**config.mk**
```make
export PLATFORM = sky130hd
export DESIGN_NAME = spi_slave
export DESIGN_NICKNAME = d
export VERILOG_FILES = /design/src/rtl/spi_slave.sv
export SDC_FILE = /design/constraint.sdc
export NUM_CORES = 1
export LEC_CHECK = 0
export CORE_MARGIN = 1.5
export CORE_UTILIZATION = 54
export DETAILED_ROUTE_END_ITERATION = 8
export MAX_ROUTING_LAYER = met4
export PLACE_DENSITY = 0.83
export SLEW_MARGIN = 20
export SYNTH_ARGS = -nofsm -noshare
export SYNTH_HDL_FRONTEND = slang
export SYNTH_SLANG_ARGS = --single-unit
```
**constraint.sdc**
```tcl
create_clock -name clk -period 2.22 [get_ports clk]
set_clock_uncertainty 0.15 [all_clocks]
set_input_delay 0.444 -clock clk [delete_from_list [all_inputs] [get_ports clk]]
set_output_delay 0.444 -clock clk [all_outputs]
set_load 0.05 [all_outputs]
```
**src/rtl/spi_slave.sv**
```systemverilog
// SPI mode-0 slave, 8-bit LSB-first frames, with double-buffered transmit.
// All pins are synchronized into the clk domain before use.
module spi_slave (
    input  logic       clk,
    input  logic       rst_n,
    input  logic       sck,
    input  logic       ss,
    input  logic       mosi,
    output logic       miso,
    input  logic [7:0] tx_data,
    input  logic       tx_load,
    output logic       tx_busy,
    output logic [7:0] rx_data,
    output logic       rx_rdy,
    input  logic       rx_read,
    output logic       overrun,
    output logic       sel
);

    typedef enum logic {IDLE, XFER} state_e;

    state_e state_q, state_d;

    // [0],[1] synchronize, [2] holds the previous level for edge detection
    logic [2:0] sck_q, ss_q, mosi_q;

    logic sck_rise_q, sck_fall_q;
    logic ss_rise_q, ss_fall_q;
    logic mosi_bit_q;

    logic [2:0] cnt_q;
    logic [7:0] rx_sh_q, tx_sh_q, tx_buf_q;
    logic [7:0] rx_data_q;
    logic       tx_busy_q, rx_rdy_q, overrun_q;

    logic enter, leave, active;
    logic rx_bit, tx_fall, done, tx_reload;

    // Pin synchronizers, idle levels on reset
    always_ff @(posedge clk or negedge rst_n) begin
        if (!rst_n) begin
            sck_q  <= 3'b000;
            ss_q   <= 3'b111;
            mosi_q <= 3'b000;
        end else begin
            sck_q  <= {sck_q[1:0], sck};
            ss_q   <= {ss_q[1:0], ss};
            mosi_q <= {mosi_q[1:0], mosi};
        end
    end

    // Registered edge events; mosi delayed to stay aligned with sck
    always_ff @(posedge clk or negedge rst_n) begin
        if (!rst_n) begin
            sck_rise_q <= 1'b0;
            sck_fall_q <= 1'b0;
            ss_rise_q  <= 1'b0;
            ss_fall_q  <= 1'b0;
            mosi_bit_q <= 1'b0;
        end else begin
            sck_rise_q <= sck_q[1] & ~sck_q[2];
            sck_fall_q <= ~sck_q[1] & sck_q[2];
            ss_rise_q  <= ss_q[1] & ~ss_q[2];
            ss_fall_q  <= ~ss_q[1] & ss_q[2];
            mosi_bit_q <= mosi_q[1];
        end
    end

    // FSM state register
    always_ff @(posedge clk or negedge rst_n) begin
        if (!rst_n) state_q <= IDLE;
        else        state_q <= state_d;
    end

    // FSM next state: select edges open and close a transfer
    always_comb begin
        state_d = state_q;
        unique case (state_q)
            IDLE: if (ss_fall_q) state_d = XFER;
            XFER: if (ss_rise_q) state_d = IDLE;
            default: state_d = IDLE;
        endcase
    end

    // FSM outputs: miso idles high outside a transfer
    always_comb begin
        sel  = (state_q == XFER);
        miso = (state_q == XFER) ? tx_sh_q[0] : 1'b1;
    end

    // Datapath qualifiers; sck edges only count inside a transfer
    always_comb begin
        enter     = (state_q == IDLE) && ss_fall_q;
        leave     = (state_q == XFER) && ss_rise_q;
        active    = (state_q == XFER) && !ss_rise_q;
        rx_bit    = active && sck_rise_q;
        tx_fall   = active && sck_fall_q;
        done      = rx_bit && (cnt_q == 3'd7);
        tx_reload = enter || (tx_fall && (cnt_q == 3'd0));
    end

    // Transmit buffer and shifter; a reload drains the buffer or sends 0xFF
    always_ff @(posedge clk or negedge rst_n) begin
        if (!rst_n) begin
            tx_buf_q  <= 8'h00;
            tx_busy_q <= 1'b0;
            tx_sh_q   <= 8'h00;
        end else begin
            if (tx_load) begin
                tx_buf_q  <= tx_data;
                tx_busy_q <= 1'b1;
            end else if (tx_reload && tx_busy_q) begin
                tx_busy_q <= 1'b0;
            end
            if (leave)
                tx_sh_q <= 8'h00;
            else if (tx_reload)
                tx_sh_q <= tx_busy_q ? tx_buf_q : 8'hFF;
            else if (tx_fall)
                tx_sh_q <= {1'b0, tx_sh_q[7:1]};
        end
    end

    // Receive shifter, bit counter and the handshake to the host side
    always_ff @(posedge clk or negedge rst_n) begin
        if (!rst_n) begin
            cnt_q     <= 3'd0;
            rx_sh_q   <= 8'h00;
            rx_data_q <= 8'h00;
            rx_rdy_q  <= 1'b0;
            overrun_q <= 1'b0;
        end else begin
            if (enter || leave) begin
                cnt_q   <= 3'd0;
                rx_sh_q <= 8'h00;
            end else if (rx_bit) begin
                cnt_q          <= cnt_q + 3'd1;
                rx_sh_q[cnt_q] <= mosi_bit_q;
            end
            if (done) begin
                rx_data_q <= {mosi_bit_q, rx_sh_q[6:0]};
                rx_rdy_q  <= 1'b1;
                if (rx_rdy_q && !rx_read) overrun_q <= 1'b1;
            end else if (rx_read) begin
                rx_rdy_q <= 1'b0;
            end
        end
    end

    assign tx_busy = tx_busy_q;
    assign rx_data = rx_data_q;
    assign rx_rdy  = rx_rdy_q;
    assign overrun = overrun_q;

endmodule

```
=== Word level (Yosys, flattened, before mapping) ===
Cells that the tools add are included.

* Bits in registers: 52
* Bits in latches: 0
* Bits in writable memories: 0
* Memory bits (read-only): 0
* Input bits: 15
* Output and inout bits: 13
* Memories kept: 0

* Add/subtract/negate cells: 1
* Multiply operators: 0
* Divide/modulo/power cells: 0
* Order comparisons: 2
* Equal/unequal tests: 1
* Shift-type cells: 0
* Muxes and demuxes: 19
* Bitwise operators: 9
* Reductions and logical operators: 20

{| class="wikitable"
|+ Operators by type and width
! operator !! number
|-
| $mux W8 || 6
|-
| $logic_and A1 B1 Y1 || 10
|-
| $bwmux W8 || 1
|-
| $mux W1 || 8
|-
| $mux W3 || 2
|-
| $reduce_bool A2 Y1 || 3
|-
| $not A1 Y1 || 5
|-
| $and A1 B1 Y1 || 4
|-
| $lt A3 B4 Y1 const B || 1
|-
| $add A3 B1 Y3 const B || 1
|-
| $demux W1 S3 || 1
|-
| $eq A3 B3 Y1 const B || 1
|-
| $ge A3 B1 Y1 const B || 1
|-
| $logic_not A3 Y1 || 1
|-
| $reduce_bool A3 Y1 || 1
|-
| $logic_not A1 Y1 || 2
|-
| $logic_or A1 B1 Y1 || 2
|-
| $pmux W1 S2 || 1
|-
| $reduce_and A2 Y1 || 1
|}

=== Longest topological paths before layout ===
* Depth in word-level cells: 8
* Depth in mapped cells: 7
* Depth with buffers taken out: 5

=== Worst setup path before layout ===
No wires, ideal clock.

* Path kind: flip-flop to output port
* Start point: reg state_q (netlist: sel)
* End point: out miso
* Data arrival time: 1.480 ns
* Data required time: 1.626 ns
* Slack: 0.146 ns
* Cell stages (with the launch flop): 4
* Path buffers: 2
* Cells stage by stage: dfrtp_1 buf_4 clkbuf_1 nand2b_1

* Cells in the longest elaborated chain, start to end: 1

{| class="wikitable"
|+ Ends and longest elaborated chain
! item !! RTL line !! text
|-
| start: declaration || 22 || <nowiki>state_e state_q, state_d;</nowiki>
|-
| start signal: assignment || 72 || <nowiki>else state_q <= state_d;</nowiki>
|-
| $mux W1 || 88 || <nowiki>miso = (state_q == XFER) ? tx_sh_q[0] : 1'b1;</nowiki>
|-
| end: declaration || 9 || <nowiki>output logic miso,</nowiki>
|}

Every way passes these cells.

=== Final worst setup path ===
* Start point: reg rx_data_q[2] (netlist: rx_data[2])
* End point: out rx_data[2]

{| class="wikitable"
|+ RTL lines
! item !! RTL line !! text
|-
| start: declaration || 33 || <nowiki>logic [7:0] rx_data_q;</nowiki>
|-
| start signal: assignment || 141 || <nowiki>rx_data_q <= {mosi_bit_q, rx_sh_q[6:0]};</nowiki>
|-
| end: declaration || 13 || <nowiki>output logic [7:0] rx_data,</nowiki>
|}

No word-level cell between the ends.

==> results.txt <==
status: finished clean
Arr. time, crit path: 1.47 ns
Critical Path Fanout Max: 2
buffers and inverters on the worst path: 1
Max Cap Violations: 0
Die Area: 4520 um^2
initial antenna violation count: 0
f_max: 485 MHz
asr flop ratio synth: 100%
Crit Path Category: register to primary output
Buffers on Ports: 27
critical path's top delay family: buffers and inverters
DR iter-0 viols: 47
slowest library cell on the worst path: clkdlybuf4s50_1
Slew headroom: 57.0%
register bit total from synthesis: 51
VDD IR max: 457 uV
DRT Wirelength: 4020 um
setup TNS: 0 ns
Synthesis Warnings: 0
CTS Buf Count: 5
Post-Syn Area: 2230 um^2
Final Hold Viols: 0
Initial Utilization: 56.1%
vias per cell: 5.63
Seq/Total Area, Yosys: 57.5%
Routed WL per cell: 15.6 um
IO Pins: 28
P&R area growth vs syn: 19.9%
post-layout min period: 2.06 ns
nets: 224
stages on the worst setup path: 1
delay of the slowest critical-path stage: 0.81 ns
max-slew violations: 0
CTS clk-pin slew, worst paths: 0.09 ns
layout cells sized above 1: 19.3%
Min-Delay Path Depth: 0
GP Congestion: 0.831
EDFF count, synth: 0
Distinct cells, synth: 31
Tcrit/Tclk final: 92.9%
RSZ-0062 raised after global routing: false
Root Buffer: clkbuf_8
global-route wire length before repair: 6730 um
area share of the leading cell type in the synthesized netlist: 53.9%
Final ANT Viol Nets: 0
final core utilization: 67.3%
Synth Area per Inst: 12.6 um^2
CTS tree: done
DRT Pass-1 Iters: 4
die width: 67.2 um
Sink Count: 51
WP data required: 1.63 ns
gr usage total: 20.7%
Syn Inst Count: 177
largest net degree at the start of global routing: 26
synthesized net count: 195
worst skew pair latency: 0.30 ns
Core Rows: 23
Synth Flop Type: dfrtp_1
buffer count from post-CTS setup fixing: 0
via count: 1,448
post-DP HPWL: 2870 um
# setup viols final: 0
FF-to-FF path depth: 5
Ant. Diodes: 0
synth cell count leaders: 48 x dfrtp_1, 16 x mux2_2, 16 x nand2_1
Die H: 67.2 um
crit path cell chain: clkdlybuf4s50_1
Overall Power: 2.23 mW
Critical Path Sink Type: primary output
vias in the first global route: 1,466
count leader, synth: dfrtp_1
cell taking the most area after synthesis: dfrtp_1
HP Class: register to register
DR DRC count: 0
GR Overflow Total: 0
top post-synthesis cells by area: dfrtp_1 54%, mux2_2 8.1%, mux2i_1 4.0%, nor2b_1 3.9%, dfstp_2 3.5%
P_leak: 1.20 nW
worst-margin pin slew: 0.644 ns
H-Tree Depth: 2
startpoint class of the critical path: register
PwrDens: 834 nW/um^2
CTS Buffer Depth: 2
Core ar.: 3970 um^2
[cell usage in the layout, fill, tap and decap left out, types with 6 or more instances in the layout]
cell and instances:
a211o_1 7, a32oi_1 7, dfrtp_1 48, mux2_2 16, o211ai_1 7, nand2b_1 6
nor2_1 10, nand2_1 16, mux2i_1 9, clkdlybuf4s50_1 23, nor2b_1 14
[cells by family after synthesis]
logic type	share of synthesized area (%)
flip-flops	57.5
XOR/XNOR	0.393
adder cells (fa/ha/maj)	1.69
AND/OR/NAND/NOR	13.8
buffers and inverters	2.75
multiplexers	13.1
AO/OA/AOI/OAI	10.7
[cell type report]
class	instances	area, um^2
flip-flops and latches	51	1280
well taps	50	62.6
inverters	3	11.3
clock inverters	3	47.5
clock buffers	5	68.8
multi-input cells	114	886
repair buffers	31	315
fillers	293	1300
[metrics by stage]
| step | cell area (um^2) | hold WS, ns | std cells | worst slack, ns |
|---|---|---|---|---|
| CTS | 2670 | 0.214 | 257 | 0.137 |
| detailed placement | 2540 | 0.138 | 248 | 0.393 |
| floorplan | 2230 | -0.00159 | 177 | 0.146 |
| global route | 2670 | 0.219 | 257 | 0.0961 |
| finish | 2670 | 0.212 | 257 | 0.158 |
| global placement | 2540 | 0.137 | 248 | 0.461 |
[worst reg2reg max path: stages (launching register included)]
cell and delay (ns):
dfrtp_1 0.49, inv_1 0.10, ha_1 0.15, nand2b_1 0.23, nand2b_1 0.37, a31o_1 0.28
[where the power goes]
group / internal [mW] / switching (mW) / leakage (nW)
sequential: 1.03 / 0.109 / 0.645
combinational: 0.208 / 0.227 / 0.491
clock: 0.342 / 0.311 / 0.0587
[per-layer routing]
metal  vias up  track usage [%]  wire length, um
li1        689                -                -
met1       722             26.5             1780
met2        28             31.9             2050
met3         9             3.50              118
met4         0             10.7               76
met5         -                -                0
[path summary, 6_finish.rpt]
check	end	slack, ns	start
worst max-delay path	rx_data[2]	0.16	rx_data[2]$_DFFE_PN0P_
worst min-delay path	mosi_q[1]$_DFF_PN0_	0.21	mosi_q[0]$_DFF_PN0_
worst max register to register	tx_busy$_DFFE_PN0P_	0.35	cnt_q[0]$_DFFE_PN0P_
worst min register to register	mosi_q[1]$_DFF_PN0_	0.21	mosi_q[0]$_DFF_PN0_
max in group asynchronous	rx_data[7]$_DFFE_PN0P_	1.01	rst_n
min in group asynchronous	rx_sh_q[6]$_DFFE_PN0P_	0.35	rst_n
[flip-flops by register name, summed over array words and instances, names as in the netlist]
name	count
tx_sh_q	8
sel	1
sck_q	3
cnt_q	3
mosi_bit_q	1
mosi_q	2
rx_data	8
tx_buf_q	8
ss_q	3
rx_rdy	1
tx_busy	1
sck_rise_q	1
ss_fall_q	1
ss_rise_q	1
overrun	1
rx_sh_q	7
sck_fall_q	1
[repair_timing]
| action | 4_1_cts | 5_1_grt |
|---|---|---|
| hold endpoints to repair | 6 | 0 |
| hold buffers | 1 | 0 |
| resized for setup | 0 | 0 |
Power figures use the tool's default switching activity.
